[config.mk]
export PLATFORM = sky130hd
export DESIGN_NAME = axil_apb_ctrl
export DESIGN_NICKNAME = d
export VERILOG_FILES = /design/src/rtl/apb_bridge_pkg.sv /design/src/rtl/apb_timeout_cnt.sv /design/src/rtl/axil_apb_ctrl.sv
export SDC_FILE = /design/constraint.sdc
export NUM_CORES = 1
export LEC_CHECK = 0
export BUFFER_PORTS_ARGS = -buffer_cell sky130_fd_sc_hd__buf_4
export CAP_MARGIN = 20
export CORE_MARGIN = 3
export CORE_UTILIZATION = 46
export DETAILED_ROUTE_END_ITERATION = 10
export PLACE_DENSITY = 0.86
export SETUP_SLACK_MARGIN = 0.4
export SLEW_MARGIN = 40
export SYNTH_ARGS = -nofsm -noshare
export SYNTH_HDL_FRONTEND = slang
export SYNTH_SLANG_ARGS = --single-unit
export TNS_END_PERCENT = 50
[constraint.sdc]
create_clock -name clk -period 1.8 [get_ports clk]
set_input_delay 0 -clock clk [delete_from_list [all_inputs] [get_ports clk]]
set_output_delay 0 -clock clk [all_outputs]
set_load 0.1 [all_outputs]
[src/rtl/apb_bridge_pkg.sv]
// apb_bridge_pkg: shared FSM state encoding and AXI response codes for the AXI4-Lite-to-APB bridge.
package apb_bridge_pkg;
  typedef enum logic [1:0] {IDLE, SETUP, ACCESS, RESP} state_e;
  localparam logic [1:0] RESP_OKAY   = 2'b00;
  localparam logic [1:0] RESP_SLVERR = 2'b10;
endpackage

[src/rtl/apb_timeout_cnt.sv]
// apb_timeout_cnt: ACCESS-phase watchdog; expire_o pulses on the CYCLES-th enabled cycle after a clear.
module apb_timeout_cnt #(
  parameter int CYCLES = 256
) (
  input  logic clk,
  input  logic rst_n,
  input  logic clr_i,
  input  logic en_i,
  output logic expire_o
);
  localparam int W = $clog2(CYCLES + 1);
  logic [W-1:0] cnt_q;
  always_ff @(posedge clk or negedge rst_n) begin
    if (!rst_n) cnt_q <= '0;
    else if (clr_i) cnt_q <= '0;
    else if (en_i) cnt_q <= cnt_q + 1'b1;
  end
  assign expire_o = en_i && cnt_q == W'(CYCLES - 1);
endmodule

[src/rtl/axil_apb_ctrl.sv]
// axil_apb_ctrl: AXI4-Lite slave front end that sequences APB SETUP/ACCESS and returns B/R responses.
// Optional ACCESS-phase abort is enabled by defining APB_TIMEOUT_EN.
module axil_apb_ctrl
  import apb_bridge_pkg::*;
#(
  parameter int DATAWIDTH      = 32,
  parameter int ADDRWIDTH      = 32,
  parameter int TIMEOUT_CYCLES = 256
) (
  input  logic                   clk,
  input  logic                   rst_n,
  input  logic                   awvalid,
  output logic                   awready,
  input  logic [ADDRWIDTH-1:0]   awaddr,
  input  logic [2:0]             awprot,
  input  logic                   wvalid,
  output logic                   wready,
  input  logic [DATAWIDTH-1:0]   wdata,
  input  logic [DATAWIDTH/8-1:0] wstrb,
  output logic                   bvalid,
  input  logic                   bready,
  output logic [1:0]             bresp,
  input  logic                   arvalid,
  output logic                   arready,
  input  logic [ADDRWIDTH-1:0]   araddr,
  input  logic [2:0]             arprot,
  output logic                   rvalid,
  input  logic                   rready,
  output logic [DATAWIDTH-1:0]   rdata,
  output logic [1:0]             rresp,
  output logic                   pselxM,
  output logic                   penableM,
  output logic                   pwriteM,
  output logic [ADDRWIDTH-1:0]   paddrM,
  output logic [DATAWIDTH-1:0]   pwdataM,
  output logic [DATAWIDTH/8-1:0] pstrbM,
  output logic [2:0]             pprotM,
  input  logic                   preadyM,
  input  logic                   pslverrM,
  input  logic [DATAWIDTH-1:0]   prdataM
);
  localparam int SW = DATAWIDTH / 8;
  state_e               state_q;
  logic                 aw_held_q, w_held_q, ar_held_q, last_rd_q;
  logic [ADDRWIDTH-1:0] awaddr_q, araddr_q;
  logic [2:0]           awprot_q, arprot_q;
  logic [DATAWIDTH-1:0] wdata_q, rdata_q, pwdata_q;
  logic [SW-1:0]        wstrb_q, pstrb_q;
  logic                 bvalid_q, rvalid_q, psel_q, penable_q, pwrite_q;
  logic [1:0]           bresp_q, rresp_q;
  logic [ADDRWIDTH-1:0] paddr_q;
  logic [2:0]           pprot_q;
  logic                 wr_go_d, rd_go_d, done_d, err_d, tmo;
  // A conflict goes to the direction not served last; a lone eligible request always goes.
  assign wr_go_d = aw_held_q && w_held_q && (!ar_held_q || last_rd_q);
  assign rd_go_d = ar_held_q && !wr_go_d;
  assign done_d  = state_q == ACCESS && (preadyM || tmo);
  assign err_d   = !preadyM || pslverrM;
`ifdef APB_TIMEOUT_EN
  apb_timeout_cnt #(.CYCLES(TIMEOUT_CYCLES)) u_tmo (
    .clk      (clk),
    .rst_n    (rst_n),
    .clr_i    (state_q == SETUP),
    .en_i     (state_q == ACCESS),
    .expire_o (tmo)
  );
`else
  logic unused_cfg;
  assign tmo        = 1'b0;
  assign unused_cfg = |TIMEOUT_CYCLES;
`endif
  always_ff @(posedge clk or negedge rst_n) begin
    if (!rst_n) begin
      state_q   <= IDLE;
      aw_held_q <= 1'b0;
      w_held_q  <= 1'b0;
      ar_held_q <= 1'b0;
      last_rd_q <= 1'b1;
      awaddr_q  <= '0;
      awprot_q  <= '0;
      wdata_q   <= '0;
      wstrb_q   <= '0;
      araddr_q  <= '0;
      arprot_q  <= '0;
      bvalid_q  <= 1'b0;
      rvalid_q  <= 1'b0;
      bresp_q   <= RESP_OKAY;
      rresp_q   <= RESP_OKAY;
      rdata_q   <= '0;
      psel_q    <= 1'b0;
      penable_q <= 1'b0;
      pwrite_q  <= 1'b0;
      paddr_q   <= '0;
      pwdata_q  <= '0;
      pstrb_q   <= '0;
      pprot_q   <= '0;
    end else begin
      if (awvalid && !aw_held_q) begin
        aw_held_q <= 1'b1;
        awaddr_q  <= awaddr;
        awprot_q  <= awprot;
      end
      if (wvalid && !w_held_q) begin
        w_held_q <= 1'b1;
        wdata_q  <= wdata;
        wstrb_q  <= wstrb;
      end
      if (arvalid && !ar_held_q) begin
        ar_held_q <= 1'b1;
        araddr_q  <= araddr;
        arprot_q  <= arprot;
      end
      case (state_q)
        IDLE: if (wr_go_d || rd_go_d) begin
          state_q   <= SETUP;
          psel_q    <= 1'b1;
          pwrite_q  <= wr_go_d;
          paddr_q   <= wr_go_d ? awaddr_q : araddr_q;
          pprot_q   <= wr_go_d ? awprot_q : arprot_q;
          pwdata_q  <= wr_go_d ? wdata_q : '0;
          pstrb_q   <= wr_go_d ? wstrb_q : '0;
          last_rd_q <= rd_go_d;
        end
        SETUP: begin
          state_q   <= ACCESS;
          penable_q <= 1'b1;
        end
        ACCESS: if (done_d) begin
          state_q   <= RESP;
          psel_q    <= 1'b0;
          penable_q <= 1'b0;
          if (pwrite_q) begin
            bvalid_q  <= 1'b1;
            bresp_q   <= err_d ? RESP_SLVERR : RESP_OKAY;
            aw_held_q <= 1'b0;
            w_held_q  <= 1'b0;
          end else begin
            rvalid_q  <= 1'b1;
            rresp_q   <= err_d ? RESP_SLVERR : RESP_OKAY;
            rdata_q   <= preadyM ? prdataM : '0;
            ar_held_q <= 1'b0;
          end
        end
        RESP: if ((bvalid_q && bready) || (rvalid_q && rready)) begin
          state_q  <= IDLE;
          bvalid_q <= 1'b0;
          rvalid_q <= 1'b0;
        end
        default: state_q <= IDLE;
      endcase
    end
  end
  assign awready  = !aw_held_q;
  assign wready   = !w_held_q;
  assign arready  = !ar_held_q;
  assign bvalid   = bvalid_q;
  assign bresp    = bresp_q;
  assign rvalid   = rvalid_q;
  assign rresp    = rresp_q;
  assign rdata    = rdata_q;
  assign pselxM   = psel_q;
  assign penableM = penable_q;
  assign pwriteM  = pwrite_q;
  assign paddrM   = paddr_q;
  assign pwdataM  = pwdata_q;
  assign pstrbM   = pstrb_q;
  assign pprotM   = pprot_q;
endmodule

Yosys cells after proc, flatten, opt, wreduce, memory -nomap -nowiden
Cells that the tools add are included.
{ "classes": {"n_eq_ne": 8, "mux": 33, "bitwise_logic": 1, "reduce_logical": 30} }
{ "ops": {"columns": ["operator", "count"], "rows": [
  ["$mux W32", 3],
  ["$mux W1", 19],
  ["$reduce_and A3 Y1", 4],
  ["$ne A2 B2 Y1 const B", 5],
  ["$logic_and A1 B1 Y1", 9],
  ["$mux W2", 4],
  ["$pmux W1 S2", 4],
  ["$pmux W2 S4", 1],
  ["$reduce_and A4 Y1", 2],
  ["$reduce_bool A2 Y1", 3],
  ["$logic_not A1 Y1", 5],
  ["$eq A2 B2 Y1 const B", 2],
  ["$logic_or A1 B1 Y1", 4],
  ["$mux W4", 1],
  ["$reduce_and A2 Y1", 2],
  ["$mux W3", 1],
  ["$eq A2 B1 Y1 const B", 1],
  ["$logic_not A2 Y1", 1],
  ["$not A1 Y1", 1]
]} }
{ "totals": {"ff_bits": 224, "input_bits": 147, "out_inout_bits": 115, "elab_cells": 95} }

Logic depth before layout (Yosys ltp)
Gate-level depths: netlist of run 1.
{ "logic_depth": {"word_depth": 8, "ltp_mapped": 8, "mapped_depth_nobuf": 5} }

Worst setup path before layout of run 1
OpenSTA, ideal clock, no wires.
{ "synth_path": {"kind": "flip-flop to flip-flop", "from": "register pwrite_q (netlist: pwriteM)", "to": "register rdata_q[10] (netlist: rdata[10])", "setup_ns": 0.126, "arrival_time_ns": 1.869, "setup_slack_ns": -0.195, "path_stages_with_launch": 4, "path_buffers": 1, "synth_period_minus_slack_ns": 1.995, "path_cell_list": "dfrtp_1 -> nand3b_1 -> buf_2 -> mux2_2"} }
{ "synth_between": {"elab_chain_len": 2} }
{ "synth_lines": {"columns": ["item", "line", "text"], "rows": [
  ["start: declaration", "axil_apb_ctrl.sv:49", "logic bvalid_q, rvalid_q, psel_q, penable_q, pwrite_q;"],
  ["start signal: assignment", "axil_apb_ctrl.sv:117", "pwrite_q <= wr_go_d;"],
  ["$not A1 Y1 (no source line)", null, null],
  ["$reduce_and A3 Y1 (no source line)", null, null],
  ["end signal: assignment", "axil_apb_ctrl.sv:140", "rdata_q <= preadyM ? prdataM : '0;"],
  ["end: declaration", "axil_apb_ctrl.sv:47", "logic [DATAWIDTH-1:0] wdata_q, rdata_q, pwdata_q;"]
]} }
Every way passes these cells.
A chain may end at the register's enable or synchronous reset.

Worst setup path after layout of run 1
{ "layout_path": {"from": "register state_q[1]", "to": "register pwdata_q[22] (netlist: pwdataM[22])"} }
{ "layout_between": {"elab_chain_len": 2} }
{ "layout_lines": {"columns": ["item", "line", "text"], "rows": [
  ["start: declaration", "axil_apb_ctrl.sv:43", "state_e state_q;"],
  ["start signal: assignment", "axil_apb_ctrl.sv:74", "state_q <= IDLE;"],
  ["start signal: assignment", "axil_apb_ctrl.sv:115", "state_q <= SETUP;"],
  ["start signal: assignment", "axil_apb_ctrl.sv:125", "state_q <= ACCESS;"],
  ["$logic_not A2 Y1", "axil_apb_ctrl.sv:113", "case (state_q)"],
  ["$reduce_and A2 Y1 (no source line)", null, null],
  ["end signal: assignment", "axil_apb_ctrl.sv:120", "pwdata_q <= wr_go_d ? wdata_q : '0;"],
  ["end: declaration", "axil_apb_ctrl.sv:47", null]
]} }
Every way passes these cells.

==> key figures, run 1 <==
Clock tree
  • CTS Root Cell: clkbuf_16
  • H-tree depth: 1
  • CTS tree: built
  • Clock Pin Slew Worst Setup and Hold Paths: 0.07 ns
  • Num CTS Buffers: 24
  • # clock sinks: about 220
  • Clock Latency Late Sink: slightly above 0.5 ns
  • Clock buffer depth: 3

STA
  • Period minus WS final: ~1.6 ns
  • Fmax: 640.1 MHz
  • Worst slew pin tran: around 0.58 ns
  • Slew headroom: 0.6148
  • Clock Skew: about 0.021 ns
  • Final setup violation count: 0
  • Worst Hold Slack: between 0.04 and 0.05 ns
  • Unrepaired setup endpoints after global routing: yes
  • Final critical-path share of the clock period: 0.8679
  • Fin. Hold Viols: 0
  • Setup_tns: 0 ns
  • Pins Over Slew Limit: 0

Drt
  • Drt drc: 0
  • 1st-iter DRT viols: 282
  • Drt via density: between 5 and 6
  • Routed len/inst: between 20 and 25 um
  • Antenna-violating nets left: 0
  • Routed WL: 28400 um
  • Drt first pass iters: 4
  • Via count: 6814

Yosys
  • Register bit total from synthesis: roughly 220
  • Primary FF master, synth: dfrtp_1
  • Most frequent cells after synthesis: dfrtp_1 (221), mux2_2 (141), nand2_1 (42)
  • Synth cell types: 29
  • Area contributors post-synth: dfrtp_1 (64%), mux2_2 (18%), mux2i_1 (4.1%)
  • Synth area leader: dfrtp_1
  • Post-synth EDFFs: 0
  • Post-synthesis cell area: between 8000 and 9000 um^2
  • Post-synthesis sequential area ratio: 0.6440
  • Ys Warns: 0
  • Synth top area share: 0.6410
  • Avg Cell Area, Syn: ~15 um^2
  • Most common cell in the netlist: dfrtp_1
  • Synth Instances: 590
  • FFs w/ async S/R, synth: 1.000

Finish
  • P&R area growth vs syn: 60.89%
  • Final net count: between 1000 and 1500
  • Number of antenna diodes: 0
  • Fill cell count: roughly 1000
  • Layout cell share with drive strength beyond 1: 0.4929

Setup path
  • Largest fanout on the critical path: 7
  • Critical Path AT: between 1.5 and 2 ns
  • CP Capture Type: flop
  • Worst setup SP type: flop
  • Crit path kind: flop to flop
  • CP required: about 2.2 ns

Placement
  • Detailed placement HPWL: around 14000 um
  • Port Buffers: approximately 260
  • Final Wtd Congestion: 0.7425

Run
  • MaxCap Viol Count: 0

GRT
  • First-pass GRT wire length: approximately 40000 um
  • Initial antenna violation count: 0
  • Number of global-route vias before repair: 7499
  • GRT Total Usage: 0.2462
  • Largest net degree at the start of global routing: a little over 70
  • Overflow after GRT: 0

Floorplanning
  • Rows: 49
  • Chip width: between 100 and 150 um
  • Initial cell density of the core: 0.4739
  • Area of the die: 20440 um^2
  • Core area: 18210 um^2
  • Top-Level Pins: about 260
  • Die Ht: 143.0 um

Run status
  • Status: finished clean

Hold path
  • Hold WC Path Type: input port to asynchronous set/reset pin
==> worst max-delay path, stage by stage, from the launching register on <==
cell and delay [ns]:
dfrtp_2 0.44, buf_6 0.14, inv_6 0.05, ha_4 0.19, nand2b_4 0.16, clkbuf_16 0.21
a22o_1 0.23
==> cell type report <==
cell class,instances,area [um^2],share of cell area
clock inverters,7,60.06,0.004326
repair buffers,453,4119,0.2967
flip-flops and latches,222,5572,0.4014
inverters,7,38.79,0.002794
well taps,229,286.5,0.02064
multi-input cells,329,3075,0.2215
clock buffers,37,730.7,0.05264
==> registers in the layout, indices dropped and copies added, names as in the netlist, 2 cells and up <==
register / flops
wstrb_q: 4
arprot_q: 3
wdata_q: 32
awaddr_q: 32
pprotM: 3
pwdataM: 32
pstrbM: 4
awprot_q: 3
paddrM: 32
rdata: 32
state_q: 2
araddr_q: 32
==> cells by family (layout without fill, tap and decap cells) <==
kind of cell | after synthesis | count (layout) | share of synthesized area
other cells | 1 | 2 | 0.0004346
compound gates | 88 | 88 | 0.07106
simple gates | 53 | 58 | 0.02552
flops | 222 | 222 | 0.6440
fa+ha+maj | 5 | 5 | 0.007251
buf+inv | 45 | 504 | 0.02712
mux | 176 | 176 | 0.2246
==> placed cells by master, fill, tap and decap left out, drive strengths merged <==
cell	count
dfstp	1
a22o	38
nand2	42
dfrtp	221
nor2	3
a32oi	1
o211a	1
bufinv	1
o2bb2ai	1
nor2b	3
mux2	141
o21ai	37
o31ai	1
a21o	2
ha	5
nand2b	2
and2	5
mux2i	35
clkbuf	44
o21a	3
clkinv	6
dlygate4sd3	146
buf	300
nand3	2
a22oi	1
inv	7
nand3b	1
conb	2
a21oi	3
==> per-stage QoR <==
| stage | util | instances | area [um^2] | setup slack [ns] |
|---|---|---|---|---|
| after floorplan | - | 591 | 8736 | 0.2070 |
| after global placement | 0.6028 | 1060 | 10980 | 0.2843 |
| after detailed placement | 0.6028 | 1060 | 10980 | 0.2618 |
| after CTS | 0.7403 | 1265 | 13480 | 0.3159 |
| after global routing | 0.7624 | 1284 | 13880 | 0.1953 |
| final | 0.7624 | 1284 | 13880 | 0.2378 |
==> path summary, 6_finish.rpt <==
kind | slack (ns) | end | startpoint | cells past startpoint
min in group clk | 0.26 | rdata[14]$_DFFE_PN0P_ | prdataM[14] | 3
hold reg to reg | 0.48 | paddrM[0]$_DFFE_PN0P_ | paddrM[0]$_DFFE_PN0P_ | 2
hold / removal | 0.05 | wdata_q[10]$_DFFE_PN0P_ | rst_n | 2
setup / recovery | 0.24 | pwdataM[22]$_DFFE_PN0P_ | state_q[1]$_DFFE_PN0P_ | 6
max in group asynchronous | 1.05 | rvalid$_DFFE_PN0P_ | rst_n | 3
setup reg to reg | 0.24 | pwdataM[22]$_DFFE_PN0P_ | state_q[1]$_DFFE_PN0P_ | 6
==> timing repair <==
item,4_1_cts,5_1_grt
endpoints found under the hold margin,369,0
pin swaps,2,17
setup endpoints to repair,162,178
setup buffers,11,6
hold buffers,146,0
gates resized for setup,20,47
gates cloned,4,13
==> routing by layer <==
layer | GRT usage | part of all wire | routed length, um
met5 | 0 | 0 | 0
met4 | 0.08304 | 0.033 | 928
met3 | 0.05057 | 0.058 | 1655
met2 | 0.4483 | 0.53 | 15040
met1 | 0.2898 | 0.38 | 10780
Power of run 1 is not shown: default switching activity piles up to over one toggle a cycle in this logic, so the estimate is an artifact.
==> run 2, diff against run 1 <==
--- a/config.mk
+++ b/config.mk
@@ -7,13 +7,16 @@
 export LEC_CHECK = 0
 export BUFFER_PORTS_ARGS = -buffer_cell sky130_fd_sc_hd__buf_4
 export CAP_MARGIN = 20
+export CELL_PAD_IN_SITES_DETAIL_PLACEMENT = 1
+export CELL_PAD_IN_SITES_GLOBAL_PLACEMENT = 2
 export CORE_MARGIN = 3
-export CORE_UTILIZATION = 46
+export CORE_UTILIZATION = 31
 export DETAILED_ROUTE_END_ITERATION = 10
 export PLACE_DENSITY = 0.86
 export SETUP_SLACK_MARGIN = 0.4
 export SLEW_MARGIN = 40
 export SYNTH_ARGS = -nofsm -noshare
 export SYNTH_HDL_FRONTEND = slang
+export SYNTH_HIERARCHICAL = 1
 export SYNTH_SLANG_ARGS = --single-unit
 export TNS_END_PERCENT = 50
==> run 2 against run 1 <==
Net effect:
- global-route usage decreased by 5.4 points
- setup slack improved by 0.022 ns
- sequential share of layout area decreased by 1.0 points
- cell area increased by 2.7%
- critical path type unchanged
- critical endpoint is now araddr_q[23]$_DFFE_PN0P_
- non-clock buffer count increased by 5
- wire length increased by 8.8%
- register-to-register slack improved by 0.02 ns
==> key figures, run 2 <==
Placement
  • Port Buffers: 259 (unchanged)
  • Final Wtd Congestion: 0.7094 (-4.5%)
  • Placed cell areas: 11180 um^2 (+1.9%)
  • Detailed placement HPWL: 15940 um (+12%)
  • Placed cells: 1201 (+13%)

Setup path
  • Crit path kind: flop to flop
  • CP Capture Type: flop
  • Worst setup SP type: flop
  • Largest fanout on the critical path: 8 (+1)
  • CP required: 2.19 ns (about the same)
  • Critical Path AT: 1.94 ns (about the same)

Yosys
  • Area contributors post-synth: dfrtp_1 (64%), mux2_2 (18%), mux2i_1 (4.1%)
  • Synth top area share: 0.6410 (unchanged)
  • Post-synthesis cell area: 8628 um^2 (unchanged)
  • Ys Warns: 6 (+6)
  • FFs w/ async S/R, synth: 1.000 (unchanged)
  • Synth cell types: 29 (unchanged)
  • Synth area leader: dfrtp_1
  • Most frequent cells after synthesis: dfrtp_1 (221), mux2_2 (141), nand2_1 (42)
  • Avg Cell Area, Syn: 14.62 um^2 (unchanged)
  • Register bit total from synthesis: 222 (unchanged)
  • Post-synthesis sequential area ratio: 0.6440 (unchanged)
  • Post-synth EDFFs: 0 (unchanged)
  • Most common cell in the netlist: dfrtp_1
  • Synth Instances: 590 (unchanged)
  • Primary FF master, synth: dfrtp_1

Floorplanning
  • Initial cell density of the core: 0.3175 (-0.1564)
  • Rows: 60 (+22%)
  • Core area: 27180 um^2 (+49%)
  • Top-Level Pins: 262 (unchanged)
  • Area of the die: 29870 um^2 (+46%)
  • Chip width: 172.8 um (+21%)
  • Die Ht: 172.8 um (+21%)

Drt
  • Via count: 6707 (-1.6%)
  • Antenna-violating nets left: 0 (unchanged)
  • Routed len/inst: 21.55 um (-2.6%)
  • Drt first pass iters: 4 (unchanged)
  • 1st-iter DRT viols: 294 (+4.3%)
  • Drt via density: 4.680 (-12%)
  • Drt drc: 0 (unchanged)
  • Routed WL: 30880 um (+8.8%)

STA
  • Fin. Hold Viols: 0 (unchanged)
  • Unrepaired setup endpoints after global routing: yes
  • Slew headroom: 0.5807 (-0.03415)
  • Period minus WS final: 1.540 ns (-0.02175 ns)
  • Fmax: 649.1 MHz (+1.4%)
  • Clock Skew: 0.01100 ns (-0.009974 ns)
  • Final setup violation count: 0 (unchanged)
  • Pins Over Slew Limit: 0 (unchanged)
  • Final critical-path share of the clock period: 0.8558 (-0.01208)
  • Setup_tns: 0 ns (unchanged)
  • Worst slew pin tran: 0.6290 ns (+0.05122 ns)

GRT
  • First-pass GRT wire length: 45600 um (+15%)
  • Largest net degree at the start of global routing: 74 (+4.2%)
  • Number of global-route vias before repair: 7673 (+2.3%)
  • Overflow after GRT: 0 (unchanged)
  • Initial antenna violation count: 3 (+3)
  • GRT Total Usage: 0.1921 (-0.05406)

Hold path
  • Hold WC Path Type: input port to asynchronous set/reset pin

Clock tree
  • Num CTS Buffers: 25 (+4.2%)
  • Clock Latency Late Sink: 0.51 ns (about the same)
  • CTS Root Cell: clkbuf_16
  • Clock buffer depth: 3 (unchanged)
  • Clock Pin Slew Worst Setup and Hold Paths: 0.06 ns (about the same)
  • CTS tree: built
  • # clock sinks: 222 (unchanged)
  • H-tree depth: 1 (unchanged)

Finish
  • Fin cells: 1433 (+12%)
  • Final net count: 1194 (+0.42%)
  • Commonest non-fill, non-tap cell in the layout: buf_4
  • Post-route cell area: 14260 um^2 (+2.7%)
  • Most frequent cells in the layout: buf_4 (272), dfrtp_1 (214), dlygate4sd3_1 (146), mux2_2 (120), nand2_1 (41)
  • P&R area growth vs syn: 65.23%
  • Layout cell share with drive strength beyond 1: 0.4958 (+0.002860)

Run status
  • Status: finished clean

Run
  • MaxCap Viol Count: 0 (unchanged)
==> run 2: layout make-up <==
class,count,area [um^2]
fill,2756,12920
clock buffer,36,726.9
sequential,222,5573
tap,372,465.4
timing repair buffer,458,4325
inverter,7,33.78
multi-input combinational,328,3062
antenna,2,5.005
clock inverter,8,65.06
==> run 2: what timing repair did <==
item	in CTS	in global routing
pin swaps	5	14
hold buffers	146	0
setup buffers	16	3
cloned	9	12
setup endpoints to repair	109	172
resized for setup	15	53
hold endpoints to repair	369	0
==> run 2: cell families (layout without fill, tap and decap cells) <==
logic type,Yosys count,after routing,synth area share
buffers and inverters,45,509,0.02712
adders and majority gates,5,5,0.007251
AOI/OAI and AO/OA,88,88,0.07106
muxes,176,176,0.2246
DFF,222,222,0.6440
other,1,4,0.0004346
and+or+nand+nor,53,57,0.02552
==> run 2: per-stage QoR <==
| step | hold WS (ns) | util | worst slack, ns |
|---|---|---|---|
| after floorplan | -0.2956 | - | 0.2070 |
| after global placement | 0.04629 | 0.4115 | 0.3049 |
| after detailed placement | 0.04622 | 0.4115 | 0.2315 |
| after CTS | 0.09758 | 0.5086 | 0.3036 |
| after global routing | 0.1126 | 0.5246 | 0.1958 |
| final | 0.07996 | 0.5246 | 0.2595 |
==> run 2: path summary, 6_finish.rpt <==
kind | cells after the start | start | end | slack, ns
max | 5 | ar_held_q$_DFF_PN0_ | araddr_q[23]$_DFFE_PN0P_ | 0.26
min | 2 | rst_n | paddrM[30]$_DFFE_PN0P_ | 0.08
max reg2reg | 5 | ar_held_q$_DFF_PN0_ | araddr_q[23]$_DFFE_PN0P_ | 0.26
min reg2reg | 2 | paddrM[5]$_DFFE_PN0P_ | paddrM[5]$_DFFE_PN0P_ | 0.48
max in group asynchronous | 3 | rst_n | wstrb_q[3]$_DFFE_PN0P_ | 1.09
min in group clk | 3 | prdataM[13] | rdata[13]$_DFFE_PN0P_ | 0.26
==> run 2: routing by layer <==
layer  up-vias  wire length [um]  global-route usage
met4         2               763             0.05203
li1       2989                 -                   -
met2       208             16680              0.3510
met5         -                13                   0
met1      3451             11820              0.2261
met3        57              1602             0.04502
==> run 2: critical path: stages (launching register included) <==
cell     delay (ns)
dfrtp_2        0.48
buf_6          0.15
nor2b_4        0.12
buf_12         0.16
buf_6          0.17
mux2_2         0.34
Power of run 2 is left out for the same reason.
